**src/rtl/mac_pkg.sv**
```systemverilog
// Shared widths, types and helpers for the MAC result collector slice.
package mac_pkg;

  localparam int unsigned DATA_W = 32;
  localparam int unsigned DEPTH  = 4;
  localparam int unsigned PTR_W  = $clog2(DEPTH);
  localparam int unsigned CNT_W  = PTR_W + 1;
  localparam int unsigned DROP_W = 8;

  typedef logic [DATA_W-1:0] result_t;
  typedef logic [CNT_W-1:0]  occ_t;

  // Saturating increment for the dropped-result counter.
  function automatic logic [DROP_W-1:0] sat_inc_drop(input logic [DROP_W-1:0] v);
    return (v == '1) ? v : v + DROP_W'(1);
  endfunction

endpackage

```
**src/rtl/mac_result_ram.sv**
```systemverilog
// Result storage: one synchronous write port, one asynchronous read port.
module mac_result_ram #(
  parameter int unsigned DATA_W = mac_pkg::DATA_W,
  parameter int unsigned DEPTH  = mac_pkg::DEPTH
) (
  input  logic                     clk,
  input  logic                     we,
  input  logic [$clog2(DEPTH)-1:0] waddr,
  input  logic [DATA_W-1:0]        wdata,
  input  logic [$clog2(DEPTH)-1:0] raddr,
  output logic [DATA_W-1:0]        rdata
);

  logic [DATA_W-1:0] mem [DEPTH];

  // Contents are never reset; validity is tracked by the collector pointers.
  always_ff @(posedge clk) begin
    if (we) begin
      mem[waddr] <= wdata;
    end
  end

  assign rdata = mem[raddr];

endmodule

```
**src/rtl/mac_result_collector.sv**
```systemverilog
// Buffers a*b+c results from a non-stalling upstream, counting drops and summing accepts.
module mac_result_collector #(
  parameter int unsigned DATA_W = mac_pkg::DATA_W,
  parameter int unsigned DEPTH  = mac_pkg::DEPTH
) (
  input  logic                     clk,
  input  logic                     rst,
  input  logic                     validi,
  input  logic [DATA_W-1:0]        data_in,
  input  logic                     readyi,
  output logic                     valido,
  output logic [DATA_W-1:0]        data_out,
  output logic                     full,
  output logic                     empty,
  output logic [$clog2(DEPTH):0]   count,
  output logic                     overflow,
  output logic [7:0]               drop_cnt,
  output logic [DATA_W-1:0]        acc_sum
);

  import mac_pkg::*;

  localparam int unsigned PTR_W = $clog2(DEPTH);
  localparam int unsigned CNT_W = PTR_W + 1;

  logic [PTR_W-1:0]  head;
  logic [PTR_W-1:0]  tail;
  logic [DATA_W-1:0] head_data;
  logic              push_c;
  logic              pop_c;
  logic              drop_c;
  logic              wr_en_c;

  // Status and handshake decode from registered occupancy; valido never sees readyi.
  always_comb begin
    empty    = (count == '0);
    full     = (count == CNT_W'(DEPTH));
    valido   = !empty;
    pop_c    = valido && readyi;
    push_c   = validi && (!full || pop_c);
    drop_c   = validi && full && !pop_c;
    wr_en_c  = push_c && !rst;
    data_out = valido ? head_data : '0;
  end

  mac_result_ram #(
    .DATA_W (DATA_W),
    .DEPTH  (DEPTH)
  ) u_ram (
    .clk   (clk),
    .we    (wr_en_c),
    .waddr (tail),
    .wdata (data_in),
    .raddr (head),
    .rdata (head_data)
  );

  // Pointers, occupancy and statistics; reset wins over any handshake.
  always_ff @(posedge clk) begin
    if (rst) begin
      head     <= '0;
      tail     <= '0;
      count    <= '0;
      overflow <= 1'b0;
      drop_cnt <= '0;
      acc_sum  <= '0;
    end else begin
      if (push_c) begin
        tail    <= tail + PTR_W'(1);
        acc_sum <= acc_sum + data_in;
      end
      if (pop_c) begin
        head <= head + PTR_W'(1);
      end
      case ({push_c, pop_c})
        2'b10:   count <= count + CNT_W'(1);
        2'b01:   count <= count - CNT_W'(1);
        default: count <= count;
      endcase
      if (drop_c) begin
        overflow <= 1'b1;
        drop_cnt <= sat_inc_drop(drop_cnt);
      end
    end
  end

endmodule

```
**config.mk**
```make
export PLATFORM = sky130hd
export DESIGN_NAME = mac_result_collector
export DESIGN_NICKNAME = d
export VERILOG_FILES = /design/src/rtl/mac_pkg.sv /design/src/rtl/mac_result_ram.sv /design/src/rtl/mac_result_collector.sv
export SDC_FILE = /design/constraint.sdc
export NUM_CORES = 1
export LEC_CHECK = 0
export BUFFER_PORTS_ARGS = -buffer_cell sky130_fd_sc_hd__buf_4
export CAP_MARGIN = 10
export CELL_PAD_IN_SITES_DETAIL_PLACEMENT = 1
export CELL_PAD_IN_SITES_GLOBAL_PLACEMENT = 2
export CORE_MARGIN = 4
export CORE_UTILIZATION = 36
export CTS_BUF_LIST = sky130_fd_sc_hd__clkbuf_4 sky130_fd_sc_hd__clkbuf_8 sky130_fd_sc_hd__clkbuf_16
export DETAILED_ROUTE_END_ITERATION = 6
export PLACE_DENSITY_LB_ADDON = 0.08
export SETUP_SLACK_MARGIN = 0.1
export SKIP_LAST_GASP = 1
export SYNTH_ARGS = -nofsm -noshare
export SYNTH_HDL_FRONTEND = slang
export SYNTH_SLANG_ARGS = --single-unit
```
**constraint.sdc**
```tcl
create_clock -name clk -period 3.6 [get_ports clk]
set_clock_uncertainty 0.2 [all_clocks]
set_input_delay 0.36 -clock clk [delete_from_list [all_inputs] [get_ports clk]]
set_output_delay 0.36 -clock clk [all_outputs]
set_load 0.02 [all_outputs]
```
Word level (Yosys, flattened, before mapping) --
Memories as Yosys holds them, arrays and structs flattened. A register that Yosys moved wholly into a read port is not among the register bits. Index checks and enable logic that the tools add are counted.
Storage, ports and cells: register bits 48, memory bits (writable) 128, bits of input ports 36, output and inout port bits 79, word-level logic and storage cells 37, memories 1
Operators by class: add/sub/neg operators 6, eq/ne operators 4, muxes and demuxes 6, bitwise gates (word level) 1, reduce and logical (&&, ||, !) cells 13
Memory list:
- u_ram.mem | words 4, width 32, rd ports 1, clocked after Yosys merged registers in 1, wr ports 1, RTL line mac_result_ram.sv:14 | logic [DATA_W-1:0] mem [DEPTH];
Operators with widths (number):
- $add 32x32->32 | 1
- $mux 32 | 1
- $add 8x1->8 const B | 1
- $eq 8x8->1 const B | 1
- $pmux 3 s2 | 1
- $logic_and 1x1->1 | 5
- $add 2x1->2 const B | 2
- $logic_not 1->1 | 4
- $mux 2 | 2
- $add 3x1->3 const B | 1
- $eq 3x3->1 const B | 1
- $logic_not 3->1 | 1
- $sub 3x1->3 const B | 1
- $eq 2x1->1 const B | 1
- $eq 2x2->1 const B | 1
- $mux 1 | 2
- $reduce_and 2->1 | 1
- $reduce_bool 2->1 | 1
- $logic_or 1x1->1 | 1
- $not 1->1 | 1

Depth between registers and ports, before layout --
word-level depth 8, mapped depth 11

Hierarchy --
From an unflattened synthesis, not the netlist that was laid out.
Second synthesis, totals: cell total of the unflattened synthesis 669, area, all modules 8494.4 sq um
By module, submodules not included:
- mac_result_ram | instances 1, cells each 171, area an instance 4689.5 sq um, seq. area each 3843.7 sq um
- mac_result_collector | instances 1, cells each 498, area an instance 3804.9 sq um, seq. area each 960.9 sq um

Worst setup path before layout --
Ideal clock, no wire load.
kind reg-to-reg, from register acc_sum[0], to register acc_sum[28], arrival 2.599 ns, required time 3.283 ns, path slack 0.684 ns, cell stages (with the launch flop) 12, path buffers 0, cells stage by stage dfxtp_1 -> ha_1 -> fa_1 -> a21o_1 -> a221oi_2 -> o221ai_2 -> a31o_1 -> nand2_2 -> o211ai_4 -> a311oi_2 -> a41oi_1 -> a32o_1
Between the ends: cells in the longest elaborated chain, start to end 1
RTL lines:
- start, declared | RTL line mac_result_collector.sv:18 | output logic [DATA_W-1:0] acc_sum
- start signal, assigned | RTL line mac_result_collector.sv:70 | acc_sum <= acc_sum + data_in;
- $add 32x32->32 | RTL line mac_result_collector.sv:70
No other way between the ends. A chain may end at the register's enable or synchronous reset.

Worst setup path after layout --
from input data_in[0], to register acc_sum[28]
Between the ends: cells in the longest elaborated chain, start to end 1
RTL lines:
- start, declared | RTL line mac_result_collector.sv:9 | input logic [DATA_W-1:0] data_in,
- $add 32x32->32 | RTL line mac_result_collector.sv:70
No other way between the ends.

==> impl_metrics.tcl <==
set metrics [dict create \
    status "finished, final reports clean" \
    post-cts-setup-buffer-count 0 \
    async_reset_ff_share_pct 0 \
    hold_viol 0 \
    cts_root_buffer "clkbuf_16" \
    relSlewSlack_pct 45.3 \
    avgSynthCellArea_um2 12.8 \
    cts_inserted_buffers 17 \
    rr_startpoint "acc_sum[0]" \
    coreArea_um2 22800 \
    die_h_um 161 \
    antenna_found_initial 0 \
    power.density_nw_per_um2 547 \
    total_power_mw 5.79 \
    ys_seq_area_share_pct 57.7 \
    layout-drive-gt1-share_pct 24.8 \
    clkTransAtPathRegs_ns 0.07 \
    syn_area_um2 8390 \
    rrSetupSlack_ns 0.54 \
    yosys_warnings 0 \
    grt_pass1_wl_um 36100 \
    drt_iter0_drc 241 \
    placed_area_um2 9690 \
    hold_path_depth 3 \
    r2r-end "acc_sum[28]" \
    rsz0062_at_grt "false" \
    fillers 2363 \
    top_layer "met4" \
    hp-start "validi" \
    wl_met1_um 10700 \
    crit_fanout 6 \
    avgRoutedWirePerCell_um 20.0 \
    initial_core_util_pct 36.8 \
    cpLargestDelayFamily "compound AO/OA/AOI/OAI gates" \
    gp_congestion 0.812 \
    arrival_ns 3.48 \
    postSynthCellCount 658 \
    hpwl_um 16100 \
    grt_max_degree 57 \
    p_int_mw 3.94 \
    drtAntennaViolNets 0 \
    period_minus_slack_ns 3.35 \
    design_area_um2 10600 \
    path_buf_inv 2 \
    critPathKind "in2reg" \
    synth.distinct_cells 58 \
    routed_wl_um 22700 \
    htree_levels 4 \
    area_growth_pct 26.2 \
    setup_viol 0 \
    tightest_slew_ns 0.819 \
    start_kind "input pin" \
    syn_nets 732 \
    hold_end "overflow" \
    num_rows 55 \
    vias 5849 \
    synthFlopType "edfxtp_1" \
    dieArea_um2 25800 \
    io_pins 115 \
    p_comb_share_pct 27.4 \
    hp-class "in2reg" \
    crit_chain "dlygate4sd3_1 -> buf_4 -> ha_1 -> fa_1 -> a21o_1 -> a221oi_4 -> o221ai_2 -> a31o_1 -> nand2_2 -> o211ai_4 -> a311oi_2 -> a41oi_1 -> a32o_1" \
    die_x_um 161 \
    max_freq_mhz 298 \
    route.detailed.drc 0 \
    switching_share_pct 32.0 \
    fin_nets 881 \
    cp_slowest_cell "dlygate4sd3_1" \
    p_clk_share_pct 30.9 \
    regArea_um2 4850 \
    ir_drop_mv 0.310 \
    seqPwrFrac_pct 41.8 \
    met2_wirelength_um 10900 \
    ys_ff_latch 178 \
    synth_edf_count 128 \
    crit_path_end_kind "register" \
    clockBufferDepth 2 \
    num_antenna_cells 0 \
    required_ns 3.73 \
    port_buffers 114 \
    maxCapViolations 0 \
    grt_usage_pct 17.9 \
    grt_pass1_vias 6329 \
    tns_ns 0 \
    fin_crit_sh_pct 93.2 \
    dr_wl_met3_um 849 \
    dr.pass1.iters 4 \
    power.switching_mw 1.86 \
    leakage_nw 4.05 \
    slew_viol_final 0 \
    multiInputGateArea_um2 3430 \
    vias_per_cell 5.16 \
    critical_path.max_stage_delay_ns 0.53 \
    insertion_delay_ns 0.43 \
    reg2reg_depth 11 \
    overflow 0 \
    cts_tree "done" \
    cts.sinks 178 \
]
==> cells by family after synthesis <==
kind of cell | count (synthesis) | share of synthesized area (%)
AND/OR/NAND/NOR | 211 | 12.6
flip-flops | 178 | 57.7
AO/OA/AOI/OAI | 124 | 9.76
buffers and inverters | 39 | 1.76
adder cells (fa/ha/maj) | 38 | 5.84
XOR/XNOR | 35 | 3.65
multiplexers | 33 | 8.71
==> layout make-up <==
class,count,share of cell area (%)
Multi-Input combinational cell,441,32.4
Clock inverter,15,1.33
Inverter,11,0.390
Sequential cell,178,45.8
Clock buffer,17,4.02
Tap cell,313,3.70
Timing Repair Buffer,158,12.4
==> flip-flops by register name (all words and copies together) (netlist names), named ones only <==
register	count
head	2
u_ram.mem	128
overflow	1
acc_sum	32
count	3
drop_cnt	8
tail	2
==> metal layers <==
metal	vias to the layer above	track usage, %
met5	-	0
met3	14	3.31
li1	2767	-
met2	111	29.5
met4	0	4.42
met1	2957	24.6
==> through the flow <==
step,hold slack (ns),instances,setup WS [ns],utilization [%]
after floorplan,0.259,658,0.684,-
after global placement,0.260,1069,0.354,42.5
after detailed placement,0.270,1069,0.278,42.5
after CTS,0.0674,1133,0.191,46.4
after global routing,0.0932,1133,0.154,46.5
final,0.0772,1133,0.245,46.5
==> worst max path at each step <==
stage               start     endpoint  slack (ns)  cells after the start
2_1_floorplan  acc_sum[0]  acc_sum[28]        0.68                     11
3_3_place_gp   data_in[0]  acc_sum[28]        0.35                     12
3_5_place_dp   data_in[0]  acc_sum[28]        0.28                     12
4_1_cts        data_in[0]  acc_sum[28]        0.19                     13
5_1_grt        data_in[0]  acc_sum[26]        0.15                     13
6_report       data_in[0]  acc_sum[28]        0.25                     13
==> Yosys cell counts (3+ instances only) <==
| cell type | number | share of area (%) |
|---|---|---|
| nor2_1 | 38 | 1.7 |
| a21oi_1 | 54 | 3.2 |
| a21boi_0 | 3 | 0.27 |
| clkbuf_1 | 21 | 0.94 |
| nor2b_1 | 6 | 0.45 |
| nand3b_1 | 3 | 0.27 |
| a31oi_1 | 8 | 0.60 |
| o21bai_1 | 5 | 0.45 |
| inv_1 | 11 | 0.49 |
| nand2_1 | 67 | 3.0 |
| nand2b_1 | 8 | 0.60 |
| nor4_1 | 4 | 0.30 |
| nor3_1 | 8 | 0.48 |
| edfxtp_1 | 128 | 46 |
| nor4b_1 | 3 | 0.31 |
| buf_1 | 6 | 0.27 |
| a211oi_1 | 4 | 0.36 |
| dfxtp_1 | 50 | 12 |
| xnor2_1 | 19 | 2.0 |
| a21o_1 | 10 | 0.89 |
| mux4_2 | 32 | 8.6 |
| ha_1 | 36 | 5.4 |
| o31ai_1 | 3 | 0.27 |
| and3_1 | 9 | 0.67 |
| and2_1 | 38 | 2.8 |
| nand3_1 | 8 | 0.48 |
| nand4_1 | 8 | 0.60 |
| o21ai_0 | 9 | 0.54 |
| or3_1 | 6 | 0.45 |
| xor2_1 | 16 | 1.7 |
==> worst min-delay path, delay by kind of cell <==
kind	cells	cell delay, ns
buffers and inverters	1	0.17
AOI/OAI and AO/OA	1	0.08
and+or+nand+nor	1	0.07
==> cells in the final DEF, fill, tap and decap left out, types with 5 or more instances in the layout <==
cell type,instances
nor2b_1,5
nand3_1,8
nand2b_1,8
nor2_1,38
ha_1,36
xor2_1,16
or3_1,6
clkbuf_16,17
mux4_2,32
and2_1,38
xnor2_1,19
o21bai_1,5
buf_4,122
inv_8,6
nand2_1,67
o21ai_0,9
a31oi_1,8
a21oi_1,53
dlygate4sd3_1,32
edfxtp_1,128
dfxtp_1,49
nand4_1,8
nor3_1,8
a21o_1,10
and3_1,9
inv_1,11
==> power by group through the flow <==
stage | Sequential [mW] | Combinational, mW | Clock (mW)
2_1_floorplan | 2.49 | 0.952 | 0
6_report | 2.42 | 1.58 | 1.79
5_1_grt | 2.43 | 1.73 | 1.94
3_5_place_dp | 2.47 | 1.57 | 0
4_1_cts | 2.42 | 1.60 | 1.85
3_3_place_gp | 2.46 | 1.55 | 0
==> repair_timing <==
item	in CTS	in global routing
hold buffers	32	0
resized for setup	0	2
endpoints found under the hold margin	128	0
endpoints found under the setup margin	0	4
(Power assumes the default switching activity.)
